<file path="config.mk">
export PLATFORM = sky130hd
export DESIGN_NAME = ram_port_arbiter
export DESIGN_NICKNAME = d
export VERILOG_FILES = /design/src/rtl/ram_arb_pkg.sv /design/src/rtl/ram_port_arbiter_rr_pick.sv /design/src/rtl/ram_port_arbiter.sv
export SDC_FILE = /design/constraint.sdc
export NUM_CORES = 1
export LEC_CHECK = 0
export ABC_AREA = 1
export CAP_MARGIN = 10
export CELL_PAD_IN_SITES_DETAIL_PLACEMENT = 1
export CELL_PAD_IN_SITES_GLOBAL_PLACEMENT = 2
export CORE_UTILIZATION = 24
export DETAILED_ROUTE_END_ITERATION = 10
export PLACE_DENSITY = 0.9
export SLEW_MARGIN = 20
export SYNTH_ARGS = -nofsm -noshare
export SYNTH_HDL_FRONTEND = slang
export SYNTH_SLANG_ARGS = --single-unit
export TNS_END_PERCENT = 1
</file>
<file path="constraint.sdc">
create_clock -name clk -period 5.4 [get_ports clk]
set_input_delay 0.81 -clock clk [delete_from_list [all_inputs] [get_ports clk]]
set_output_delay 0.81 -clock clk [all_outputs]
set_load 0.005 [all_outputs]
</file>
<file path="src/rtl/ram_arb_pkg.sv">
// Shared types and defaults for the RAM port arbiter: FSM state encoding,
// default RAM geometry and a small modulo-increment helper.
package ram_arb_pkg;

  typedef enum logic {
    ST_ARB  = 1'b0,
    ST_LOCK = 1'b1
  } arb_state_e;

  localparam int DEF_ADDR_W = 6;
  localparam int DEF_DATA_W = 8;

  // Next requester index after i, wrapping at n.
  function automatic int wrap_inc(input int i, input int n);
    return (i + 1 >= n) ? 0 : i + 1;
  endfunction

endpackage

</file>
<file path="src/rtl/ram_port_arbiter_rr_pick.sv">
// Combinational round-robin picker: one-hot grant and index of the first
// asserted request found when searching from ptr upwards, wrapping.
module rr_pick
  import ram_arb_pkg::*;
#(
  parameter int NUM_REQ = 4,
  parameter int IDX_W   = (NUM_REQ > 1) ? $clog2(NUM_REQ) : 1
) (
  input  logic [NUM_REQ-1:0] req,
  input  logic [IDX_W-1:0]   ptr,
  output logic [NUM_REQ-1:0] gnt_oh,
  output logic [IDX_W-1:0]   idx,
  output logic               any
);

  always_comb begin
    logic [IDX_W:0]   sum;
    logic [IDX_W-1:0] j;
    gnt_oh = '0;
    idx    = '0;
    any    = 1'b0;
    sum    = '0;
    j      = '0;
    for (int k = 0; k < NUM_REQ; k++) begin
      // One extra bit keeps ptr+k from overflowing before the wrap.
      sum = {1'b0, ptr} + (IDX_W+1)'(k);
      if (sum >= (IDX_W+1)'(NUM_REQ)) begin
        sum = sum - (IDX_W+1)'(NUM_REQ);
      end
      j = sum[IDX_W-1:0];
      if (!any && req[j]) begin
        any       = 1'b1;
        gnt_oh[j] = 1'b1;
        idx       = j;
      end
    end
  end

endmodule

</file>
<file path="src/rtl/ram_port_arbiter.sv">
// Round-robin arbiter sharing one RAM port among NUM_REQ requesters, with
// lockable bursts, registered RAM-side issue and per-requester read strobes.
module ram_port_arbiter
  import ram_arb_pkg::*;
#(
  parameter int NUM_REQ = 4,
  parameter int ADDR_W  = DEF_ADDR_W,
  parameter int DATA_W  = DEF_DATA_W
) (
  input  logic                      clk,
  input  logic                      rst_n,
  input  logic [NUM_REQ-1:0]        req,
  input  logic [NUM_REQ-1:0]        req_we,
  input  logic [NUM_REQ-1:0]        req_lock,
  input  logic [NUM_REQ*ADDR_W-1:0] req_addr,
  input  logic [NUM_REQ*DATA_W-1:0] req_wdata,
  output logic [NUM_REQ-1:0]        gnt,
  output logic [NUM_REQ-1:0]        rvalid,
  output logic [DATA_W-1:0]         rdata,
  output logic [ADDR_W-1:0]         ram_addr,
  output logic [DATA_W-1:0]         ram_data,
  output logic                      ram_we,
  input  logic [DATA_W-1:0]         ram_q
);

  localparam int IDX_W = (NUM_REQ > 1) ? $clog2(NUM_REQ) : 1;

  arb_state_e         state_reg, state_next;
  logic [IDX_W-1:0]   ptr_reg, ptr_next;
  logic [IDX_W-1:0]   owner_reg, owner_next;

  logic [ADDR_W-1:0]  ram_addr_reg;
  logic [DATA_W-1:0]  ram_data_reg;
  logic               ram_we_reg;
  logic               s1_vld_reg;
  logic               s1_we_reg;
  logic [IDX_W-1:0]   s1_idx_reg;
  logic [NUM_REQ-1:0] rvalid_reg;

  logic [ADDR_W-1:0]  addr_arr  [NUM_REQ];
  logic [DATA_W-1:0]  wdata_arr [NUM_REQ];

  logic [NUM_REQ-1:0] pick_oh;
  logic [IDX_W-1:0]   pick_idx;
  logic               pick_any;
  logic [IDX_W-1:0]   win_idx;
  logic [IDX_W-1:0]   win_inc;
  logic               xfer;

  genvar gi;
  generate
    for (gi = 0; gi < NUM_REQ; gi++) begin : g_unpack
      assign addr_arr[gi]  = req_addr[gi*ADDR_W +: ADDR_W];
      assign wdata_arr[gi] = req_wdata[gi*DATA_W +: DATA_W];
    end
  endgenerate

  rr_pick #(
    .NUM_REQ (NUM_REQ),
    .IDX_W   (IDX_W)
  ) u_pick (
    .req    (req),
    .ptr    (ptr_reg),
    .gnt_oh (pick_oh),
    .idx    (pick_idx),
    .any    (pick_any)
  );

  // Grant is a function of req/state/ptr only, so it never feeds back on itself.
  always_comb begin
    gnt = '0;
    if (rst_n) begin
      if (state_reg == ST_ARB) begin
        gnt = pick_oh;
      end else begin
        gnt[owner_reg] = req[owner_reg];
      end
    end
  end

  assign win_idx = (state_reg == ST_LOCK) ? owner_reg : pick_idx;
  assign win_inc = IDX_W'(wrap_inc(int'(win_idx), NUM_REQ));
  assign xfer    = |(req & gnt);

  always_comb begin
    state_next = state_reg;
    ptr_next   = ptr_reg;
    owner_next = owner_reg;
    case (state_reg)
      ST_ARB: begin
        if (xfer && pick_any) begin
          ptr_next = win_inc;
          if (req_lock[win_idx]) begin
            state_next = ST_LOCK;
            owner_next = win_idx;
          end
        end
      end
      ST_LOCK: begin
        // An idle owner forfeits the lock without moving the pointer.
        if (!req[owner_reg]) begin
          state_next = ST_ARB;
        end else if (!req_lock[owner_reg]) begin
          ptr_next   = win_inc;
          state_next = ST_ARB;
        end
      end
      default: state_next = ST_ARB;
    endcase
  end

  always_ff @(posedge clk or negedge rst_n) begin
    if (!rst_n) begin
      state_reg <= ST_ARB;
      ptr_reg   <= '0;
      owner_reg <= '0;
    end else begin
      state_reg <= state_next;
      ptr_reg   <= ptr_next;
      owner_reg <= owner_next;
    end
  end

  // Issue stage: the winner's payload is captured only on its transfer edge.
  always_ff @(posedge clk or negedge rst_n) begin
    if (!rst_n) begin
      ram_addr_reg <= '0;
      ram_data_reg <= '0;
      ram_we_reg   <= 1'b0;
      s1_vld_reg   <= 1'b0;
      s1_we_reg    <= 1'b0;
      s1_idx_reg   <= '0;
    end else if (xfer) begin
      ram_addr_reg <= addr_arr[win_idx];
      ram_data_reg <= wdata_arr[win_idx];
      ram_we_reg   <= req_we[win_idx];
      s1_vld_reg   <= 1'b1;
      s1_we_reg    <= req_we[win_idx];
      s1_idx_reg   <= win_idx;
    end else begin
      ram_we_reg   <= 1'b0;
      s1_vld_reg   <= 1'b0;
    end
  end

  // The RAM samples the address one edge after issue; its q lines up with this strobe.
  always_ff @(posedge clk or negedge rst_n) begin
    if (!rst_n) begin
      rvalid_reg <= '0;
    end else begin
      rvalid_reg <= '0;
      if (s1_vld_reg && !s1_we_reg) begin
        rvalid_reg[s1_idx_reg] <= 1'b1;
      end
    end
  end

  assign ram_addr = ram_addr_reg;
  assign ram_data = ram_data_reg;
  assign ram_we   = ram_we_reg;
  assign rvalid   = rvalid_reg;
  assign rdata    = ram_q;

endmodule
</file>
Word level (Yosys, flattened, before mapping) --
Cells that the tools add are included. Widths: inputs -> output; s select.
Storage, ports and cells: memories 0, register bits 28, input port bits 78, RAM bits 0, logic and storage cells 131, output and inout port bits 31, ROM bits 0, latch bits 0
Operators by class: bitwise logic cells 7, multiplexer cells 66, order comparisons 19, $add $sub $neg 8, divide/modulo/power cells 0, multiply operators 0, shifts and indexed selects 0, equal/unequal tests 3, reductions and logical operators 18
Operator list (number):
- $mux 4 | 7
- $mux 2 | 13
- $mux 1 | 24
- $lt 2x3->1 const B | 7
- $bmux 1 s2 | 8
- $bmux 8 s2 | 1
- $mux 8 | 2
- $ge 3x3->1 const B | 5
- $bmux 6 s2 | 1
- $demux 1 s2 | 6
- $ge 2x1->1 const B | 6
- $mux 6 | 2
- $or 4x4->4 | 3
- $logic_and 1x1->1 | 11
- $and 4x4->4 | 2
- $sub 2x1->2 const B | 4
- $add 2x1->3 const B | 2
- $add 2x2->3 const B | 2
- $reduce_and 3->1 | 2
- $logic_not 1->1 | 4
- $ne 2x1->1 const B | 2
- $pmux 2 s2 | 1
- $reduce_or 4->1 | 1
- $ge 2x3->1 const B | 1
- 4 further kinds | 4

Depth between registers and ports, before layout --
depth after elaboration 21, mapped depth 18, gate-level depth less buffers 17

Hierarchy --
From an unflattened synthesis, not the netlist that was laid out.
Second synthesis, totals: cells, all modules 336, area, all modules 2301.0 µm²
By module, submodules not included:
- ram_port_arbiter | seq. area each 700.7 µm², instances 1, area an instance 1860.5 µm², cells each 262
- rr_pick | seq. area each 0.0 µm², instances 1, area an instance 440.4 µm², cells each 74

Least setup slack after synthesis --
Ideal clock, no wire load.
kind reg-to-output, start reg ptr_reg[0], end out gnt[0], data arrival time 1.716 ns, setup slack 2.874 ns, cell stages (with the launch flop) 12, buffers on the path 1, cells stage by stage dfrtp_1 -> buf_6 -> inv_6 -> ha_1 -> inv_1 -> nand3_1 -> nand2_1 -> nand2_2 -> nor2_4 -> nand2_1 -> nand3_1 -> and2_1
On the way: cells in the longest elaborated chain, start to end 16, elaborated cells on any way between the ends 61, classes of those cells 7 x add/sub; 12 x order compare; 29 x mux; 3 x bitwise; 10 x reduce/logical
Ends and longest elaborated chain:
- start, declared | RTL line ram_port_arbiter.sv:29 | logic [IDX_W-1:0] ptr_reg, ptr_next;
- start signal, assigned | RTL line ram_port_arbiter.sv:119 | ptr_reg <= ptr_next;
- branches (longest 13 deep; another with $add 2x1->3)
- $mux 4 * | RTL line ram_port_arbiter_rr_pick.sv:31 | if (!any && req[j]) begin
- $mux 4 * | RTL line ram_port_arbiter.sv:73 | if (state_reg == ST_ARB) begin
- $mux 4 * | RTL line ram_port_arbiter.sv:72 | if (rst_n) begin
- end, declared | RTL line ram_port_arbiter.sv:17 | output logic [NUM_REQ-1:0] gnt,
Mark *: on every way between the ends. The select of a mux whose other input is x is not followed.

Worst setup path after layout --
Ends and elaborated chain as after synthesis.

==> qor.csv <==
stage;metric;value;unit
clock_network;CTS tree;yes;
logic_synthesis;Post-synth ARST share;1.00;
logic_synthesis;Yosys top cell by area;dfrtp_1;
clock_network;CTS resizes;0;
sta;RSZ-0062 raised after global routing;no;
logic_synthesis;post-synthesis instance total;349;
run_status;status;finished, final reports clean;
sta;final hold slack;490;ps
place;Place WS;1720;ps
worst_setup_path;worst path arrival time;2960;ps
cells_and_area;diode count;0;
worst_setup_path;family with the most delay on the worst path;buffers and inverters;
worst_setup_path;Slowest-stage cell, CP;dfrtp_1;
die;Die X;103;µm
cells_and_area;Final nets;512;
logic_synthesis;Cell variety after synth;34;
sta;TNS Setup;0;ps
die;# rows;36;
cells_and_area;Core Util, Final;0.348;
clock_network;clk slew on worst S/H paths;100;ps
logic_synthesis;synth top area cells;dfrtp_1, nand2_1, nand3_1;
logic_synthesis;Ys Warns;0;
logic_synthesis;post-synth top area share;0.283;
sta;Max Freq;265;MHz
sta;number of max-slew violations in the final report;0;
logic_synthesis;synth cell count leaders;nand2_1, nand3_1, dfrtp_1;
detailed_routing;DRC;0;
sta;setup ws final;1630;ps
global_routing;vias in the first global route;2613;
logic_synthesis;syn nets;436;
clock_network;Longest Clk Path Bufs;2;
sta;Final Hold Viols;0;
clock_network;Inserted Clock Buffers;3;
logic_synthesis;Synth Flop Type;dfrtp_1;
global_routing;Tot GR Track Use;0.148;
detailed_routing;via count;2525;
die;Top-Level Pins;109;
worst_setup_path;ordered list of cells on the worst path;inv_6, ha_1, inv_1, nand3_1, nand2_1, nor2_4, a21oi_1, nand3_1, and2_1, clkdlybuf4s50_1;
logic_synthesis;post-synthesis register bit count;28;
cells_and_area;max reg flops;8;
clock_network;Post CTS Setup Buffer Count;0;
global_routing;first-pass GRT wire length;12.5;mm
logic_synthesis;sequential area share after synthesis;0.283;
worst_setup_path;crit path capture type;output port;
clock_network;clock sinks;28;
clock_network;worst skew pair latency;270;ps
place;detailed placement HPWL;6.04;mm
detailed_routing;WL per Instance;13.6;µm
power_and_ir_drop;PD cells;646;mW/mm²
place;RD Place Congestion;0.969;
worst_setup_path;Max stage delay on crit path;690;ps
flow_run;Max Cap Viol;0;
power_and_ir_drop;Pwr Total;2.22;mW
die;Core Region;0.00986;mm²
logic_synthesis;Mean Syn Cell Area;7.08;µm²
detailed_routing;WL final;7.58;mm
place;port buffer count;92;
sta;Worst Tran Pin Value;531;ps
worst_setup_path;Worst EP required;4590;ps
clock_network;Clock H-tree levels;1;
global_routing;GR Overflow Total;0;
cells_and_area;Synth-to-Final Area Change;38.8;%
detailed_routing;vias per inst;4.53;
detailed_routing;First DRT Iteration DRCs;48;
global_routing;antenna violations before repair;0;
worst_setup_path;critical path type;reg2out;
detailed_routing;Detailed Routing Iterations Pass 1;4;
logic_synthesis;Mapped Area;0.00247;mm²
worst_setup_path;Worst path most repeated cell;nand3_1;
detailed_routing;Routed Antenna Nets;0;
worst_setup_path;CP Launch Type;flip-flop;
worst_setup_path;WP buf/inv;3;
min_path;min-delay worst type;reg2reg;
power_and_ir_drop;Leak;1.60;nW
global_routing;pin count of the biggest net entering global routing;36;
power_and_ir_drop;VDD IR-drop max;0.000205;V
die;Die Area;0.0107;mm²
clock_network;Hold-fix buffers, CTS;0;
sta;Rel. slew slack;0.646;
worst_setup_path;Crit Path Max Fanout;12;
die;Die Y;103;µm
sta;Final Setup Violations;0;
logic_synthesis;most common cell in the netlist;nand2_1;
sta;Worst Skew;4.06;ps
die;Initial Util;0.251;
sta;fin crit share;0.699;
logic_synthesis;Post-synth EDFFs;0;
sta;Min Clock Period, post-route;3770;ps
clock_network;CTS Root Cell;clkbuf_8;
cells_and_area;layout cell share with drive strength beyond 1;0.120;
==> worst min-delay path: cells and delay by family, from the launching register on <==
family	cells	cell delay (ps)
AND/OR/NAND/NOR	2	100
flip-flops	1	360
==> cell families (layout without fill, tap and decap cells) <==
| kind of cell | count (synthesis) | count (layout) | share of synthesized area |
|---|---|---|---|
| simple gates | 248 | 248 | 0.499 |
| flops | 28 | 28 | 0.283 |
| buf+inv | 43 | 118 | 0.111 |
| compound gates | 21 | 21 | 0.0607 |
| fa+ha+maj | 9 | 9 | 0.0455 |
==> power breakdown <==
part / internal [mW] / leakage [nW] / total [mW] / switching [mW]
Combinational: 0.613 / 1.21 / 1.69 / 1.08
Sequential: 0.308 / 0.355 / 0.393 / 0.0853
Clock: 0.0653 / 0.0288 / 0.132 / 0.0665
Total: 0.987 / 1.60 / 2.22 / 1.23
==> metal layers <==
| metal | share of wire | vias up | GRT usage | wire, µm |
|---|---|---|---|---|
| li1 | - | 1269 | - | - |
| met1 | 0.42 | 1180 | 0.180 | 3220 |
| met2 | 0.50 | 68 | 0.264 | 3780 |
| met3 | 0.062 | 8 | 0.0343 | 468 |
| met4 | 0.015 | 0 | 0.0358 | 110 |
| met5 | 0 | - | 0 | 0 |
==> placed cells by master (no fill, tap or decap) <==
| cell type | count |
|---|---|
| nand4_1 | 4 |
| nand3b_1 | 2 |
| inv_6 | 1 |
| a21oi_2 | 1 |
| ha_1 | 9 |
| clkinv_1 | 1 |
| inv_1 | 13 |
| o21bai_4 | 1 |
| nor2_4 | 3 |
| nand2_4 | 4 |
| dfrtp_1 | 28 |
| nor2_8 | 2 |
| a31oi_1 | 1 |
| nand2_2 | 9 |
| nor2_2 | 1 |
| o21ai_0 | 5 |
| clkbuf_8 | 4 |
| inv_2 | 6 |
| buf_4 | 1 |
| o21ai_1 | 2 |
| o211ai_1 | 2 |
| o31ai_1 | 1 |
| a21oi_1 | 5 |
| nor3_1 | 8 |
| o21ai_2 | 2 |
| clkdlybuf4s50_1 | 92 |
| and2_1 | 3 |
| or2_1 | 2 |
| nand2_1 | 137 |
| nor2_1 | 10 |
| nand3_1 | 48 |
| o21ai_4 | 1 |
| nand3_2 | 15 |
==> area by class of cell <==
cell class	count	area, µm²
repair buffers	93	928
inverters	21	83.8
well taps	133	166
fillers	1223	6430
multi-input cells	278	1500
clock buffers	4	55.1
flip-flops and latches	28	701
==> path summary, 6_finish.rpt <==
check,startpoint,slack [ps],end,cells past startpoint
worst max-delay path,ptr_reg[0]$_DFFE_PN0P_,1630,gnt[0],10
worst min-delay path,ram_data[5]$_DFFE_PN0P_,490,ram_data[5]$_DFFE_PN0P_,2
worst max register to register,ptr_reg[0]$_DFFE_PN0P_,1980,s1_we_reg$_DFFE_PN0P_,15
worst min register to register,ram_data[5]$_DFFE_PN0P_,490,ram_data[5]$_DFFE_PN0P_,2
max in group asynchronous,rst_n,4200,ram_data[6]$_DFFE_PN0P_,2
min in group asynchronous,rst_n,910,ram_data[2]$_DFFE_PN0P_,2
==> metrics by stage <==
stage	cell area [µm²]	std cells
CTS	3430	557
global placement	3380	553
finish	3430	557
global route	3430	557
detailed placement	3380	553
floorplan	2470	349
Power figures use the tool's default switching activity.
==> RTL edit 1: new RTL, same flow settings <==
Set the package constant `DEF_DATA_W` to 10 (it was 8).
--- a/src/rtl/ram_arb_pkg.sv
+++ b/src/rtl/ram_arb_pkg.sv
@@ -8,7 +8,7 @@
   } arb_state_e;
 
   localparam int DEF_ADDR_W = 6;
-  localparam int DEF_DATA_W = 8;
+  localparam int DEF_DATA_W = 10;
 
   // Next requester index after i, wrapping at n.
   function automatic int wrap_inc(input int i, input int n);
Interface: changed (resized ram_data, ram_q, rdata and req_wdata); port bits go from 109 to 123. The function was not compared with the original's and may differ.
==> RTL edit 1 against the unedited design <==
Synthesized cell count rose by 14%; cell area up 7.7%; sequential share of layout area is 0.11 points lower; routed wire length is 18% higher; sequential power grew 6.9%; power is 10% higher; non-clock buffer count increased by 11; die area grew 3.4%; sequential cell count rose by 2; area after synthesis is 3.4% higher; worst setup slack worse by 0.042 ns; critical path type is now flip-flop to flip-flop; critical endpoint is now ram_data[8]$_DFFE_PN0P_; largest cell class unchanged; highest routed layer unchanged.
==> RTL edit 1: results (changes against the unedited design) <==
outcome: "finished, final reports clean"
route.met2.wl_um: 4260  # +13%
grt_max_degree: 48  # +33%
seq_area_frac_synth_pct: 29.4  # +1.0 points
dp_hpwl_um: 7070  # +17%
syn_nets: 496  # +14%
cts_max_level: 2  # +1
comb-power_mw: 1.80  # +7%
cts_sinks: 30  # +7.1%
whs_ns: 0.483  # -0.00740 ns
track_usage_pct: 16.5  # +1.7 points
rrSetupSlack_ns: 1.58  # -0.40 ns
inverters: 31  # +48%
synthTopCellsByCount: "157 x nand2_1, 30 x dfrtp_1, 26 x inv_1"
largest_reg_flops: 10  # +2
multi_input_area_share_pct: 40.8  # -2.8 points
grt_use_met1_pct: 21.6  # +3.6 points
fin_nets: 581  # +13%
routed_via_density: 4.47  # -1.3%
nClkBuffers: 5  # +1
clock_area_share_pct: 2.94  # +1.3 points
io_buffers: 102  # +11%
ys_types: 32  # -5.9%
power.leakage_nw: 1.79  # +12%
synth_area_leaders: "dfrtp_1 29%, nand2_1 23%, o21ai_1 4.5%"
crit_path_end: "ram_data[8]$_DFFE_PN0P_"
hold_end: "ram_data[2]$_DFFE_PN0P_"
pwr-share-seq_pct: 17.2  # -0.5 points
crit_arrival_ns: 3.99  # +1.03 ns
drive_above_1_share_pct: 9.07  # -3.0 points
multi_input_comb_cells: 312  # +12%
clock_skew_ns: 0.00636  # +0.00231 ns
tightest_slew_ns: 0.834  # +0.303 ns
met3_length_um: 317  # -32%
cts_buffers: 5  # +2
sw_frac_of_total_pct: 54.1  # -1.4 points
die-area_um2: 11100  # +3.4%
buf_share_pct: 28.0  # +0.97 points
[RTL edit 1: cell count changes in the layout (fill, tap and decap cells not counted), sizes merged, moves of 10 or more]
cell | before | now
clkdlybuf4s50 | 92 | 102
inv | 20 | 31
nor2 | 16 | 27
nand3 | 63 | 25
o21ai | 10 | 42
nand2 | 150 | 168
[RTL edit 1: per-stage QoR]
step | cell area, um2 | setup WS [ns] | power (mW) | util (%) | cells
after floorplan | 2560 | 2.89 | 1.72 | - | 399
after global placement | 3590 | 1.44 | 2.21 | 34.8 | 613
after detailed placement | 3590 | 1.33 | 2.26 | 34.8 | 613
after CTS | 3700 | 1.51 | 2.49 | 35.8 | 621
after global routing | 3700 | 1.19 | 2.74 | 35.8 | 621
final | 3700 | 1.58 | 2.44 | 35.8 | 621
[RTL edit 1: kinds of logic after synthesis]
logic type	synth area share, %
DFF	29.4
buffers and inverters	11.6
and+or+nand+nor	43.2
adders and majority gates	4.40
AOI/OAI and AO/OA	11.4
==> RTL edit 2: new RTL, config.mk and constraints unchanged <==
Made on the original files. Make the reset (`rst_n`) synchronous in 3 clocked blocks.
--- a/src/rtl/ram_port_arbiter.sv
+++ b/src/rtl/ram_port_arbiter.sv
@@ -109,7 +109,7 @@
     endcase
   end
 
-  always_ff @(posedge clk or negedge rst_n) begin
+  always_ff @(posedge clk) begin
     if (!rst_n) begin
       state_reg <= ST_ARB;
       ptr_reg   <= '0;
@@ -122,7 +122,7 @@
   end
 
   // Issue stage: the winner's payload is captured only on its transfer edge.
-  always_ff @(posedge clk or negedge rst_n) begin
+  always_ff @(posedge clk) begin
     if (!rst_n) begin
       ram_addr_reg <= '0;
       ram_data_reg <= '0;
@@ -144,7 +144,7 @@
   end
 
   // The RAM samples the address one edge after issue; its q lines up with this strobe.
-  always_ff @(posedge clk or negedge rst_n) begin
+  always_ff @(posedge clk) begin
     if (!rst_n) begin
       rvalid_reg <= '0;
     end else begin
Check against the original RTL: differs if rst_n is asserted again (counterexample within 4 cycles, from zero or initial values and one cycle with rst_n low); with rst_n held inactive, the same outputs for 10 cycles.
==> RTL edit 2 against the unedited design <==
Maximum frequency is 1.1% lower; power grew 0.92%; sequential cell count did not move; final cell count is 1.1% higher; register-to-register slack worse by 0.11 ns; non-clock buffer count decreased by 1; area after synthesis decreased by 1.4%; sequential power is 8.1% lower; critical endpoint unchanged; cell area down 0.95%; via count is 2.7% higher; worst setup slack worse by 0.040 ns; routed wire length increased by 3.0%; largest cell class unchanged.
==> RTL edit 2: results (changes against the unedited design) <==
post_cts_buffers: 0  # unchanged
buf_share_pct: 27.1  # +0.038 points
crit_path_max_incr_delay_ns: 0.81  # +0.12 ns
track_usage_pct: 15.2  # +0.37 points
async_reset_ff_share_pct: 0  # -100 points
r2r-start: "ptr_reg[0]$_SDFFE_PN0P_"
dp_hpwl_um: 6240  # +3.3%
synthAdderAreaFrac_pct: 4.62  # +0.063 points
r2r-end: "s1_we_reg$_SDFFE_PN0P_"
power.leakage_nw: 1.46  # -8.9%
clock_latency_ns: 0.27  # about the same
cpMaxStageDelayCell: "dfxtp_1"
syn_nets: 444  # +1.8%
crit_family: "flip-flops"
cp_max_fo: 14  # +2
synth_compound_area_share_pct: 5.80  # -0.28 points
seq-cell-share_pct: 16.5  # -3.9 points
min_path_cells: 1  # -1
clock_skew_ns: 0.00420  # +0.000142 ns
grt_pass1_wl_um: 12900  # +3.6%
ys_types: 33  # -2.9%
crit_arrival_ns: 3.01  # +0.05 ns
outcome: "finished, final reports clean"
comb-power_mw: 1.75  # +4%
multiInputGateArea_um2: 1610  # +7.4%
synth_flop_cell: "dfxtp_1"
dr.first_iter.drc_count: 33  # -31%
slew_headroom_pct: 42.5  # -22 points
rr_worst_depth: 17  # +2
fin_nets: 518  # +1.2%
buffers: 92  # -1.1%
rrSetupSlack_ns: 1.87  # -0.11 ns
clock_area_share_pct: 1.62  # +0.015 points
gp_congestion: 0.858  # -11%
multi_input_comb_cells: 285  # +2.5%
fillers: 1276  # +4.3%
whs_ns: 0.473  # -0.0173 ns
synth_area_leaders: "dfxtp_1 23%, nand2_1 17%, nand3_1 15%"
synthTopCellsByCount: "110 x nand2_1, 71 x nand3_1, 28 x dfxtp_1"
routed_wirelength_um: 7810  # +3.0%
hold_end: "rvalid[0]$_SDFF_PN0_"
vdd_drop_max_mv: 0.203  # -1.3%
via_count: 2592  # +2.7%
seq_area_frac_synth_pct: 23.0  # -5.4 points
grt_pass1_vias: 2719  # +4.1%
hold_start: "s1_idx_reg[1]$_SDFFE_PN0P_"
power.switching_mw: 1.27  # +3.6%
powerClk_uw: 128  # -3%
RTL edit 2: stage by stage:
| step | cells | instance area [um2] | utilization [%] | power, mW | setup slack (ns) |
|---|---|---|---|---|---|
| final | 563 | 3400 | 34.6 | 2.24 | 1.58 |
| after global routing | 563 | 3400 | 34.6 | 2.50 | 1.38 |
| after CTS | 563 | 3400 | 34.6 | 2.29 | 1.54 |
| after detailed placement | 559 | 3340 | 34.1 | 2.15 | 1.59 |
| after global placement | 559 | 3340 | 34.1 | 2.10 | 1.69 |
| after floorplan | 357 | 2440 | - | 1.75 | 2.88 |
RTL edit 2: layer usage:
layer | wire [um] | global-route usage, %
met3 | 311 | 2.24
met1 | 3580 | 20.2
met2 | 3830 | 26.3
met4 | 84 | 2.82
met5 | 0 | 0
RTL edit 2: cell families after synthesis:
family                     count (synthesis)
AOI/OAI and AO/OA                         21
buffers and inverters                     44
DFF                                       28
and+or+nand+nor                          255
adders and majority gates                  9
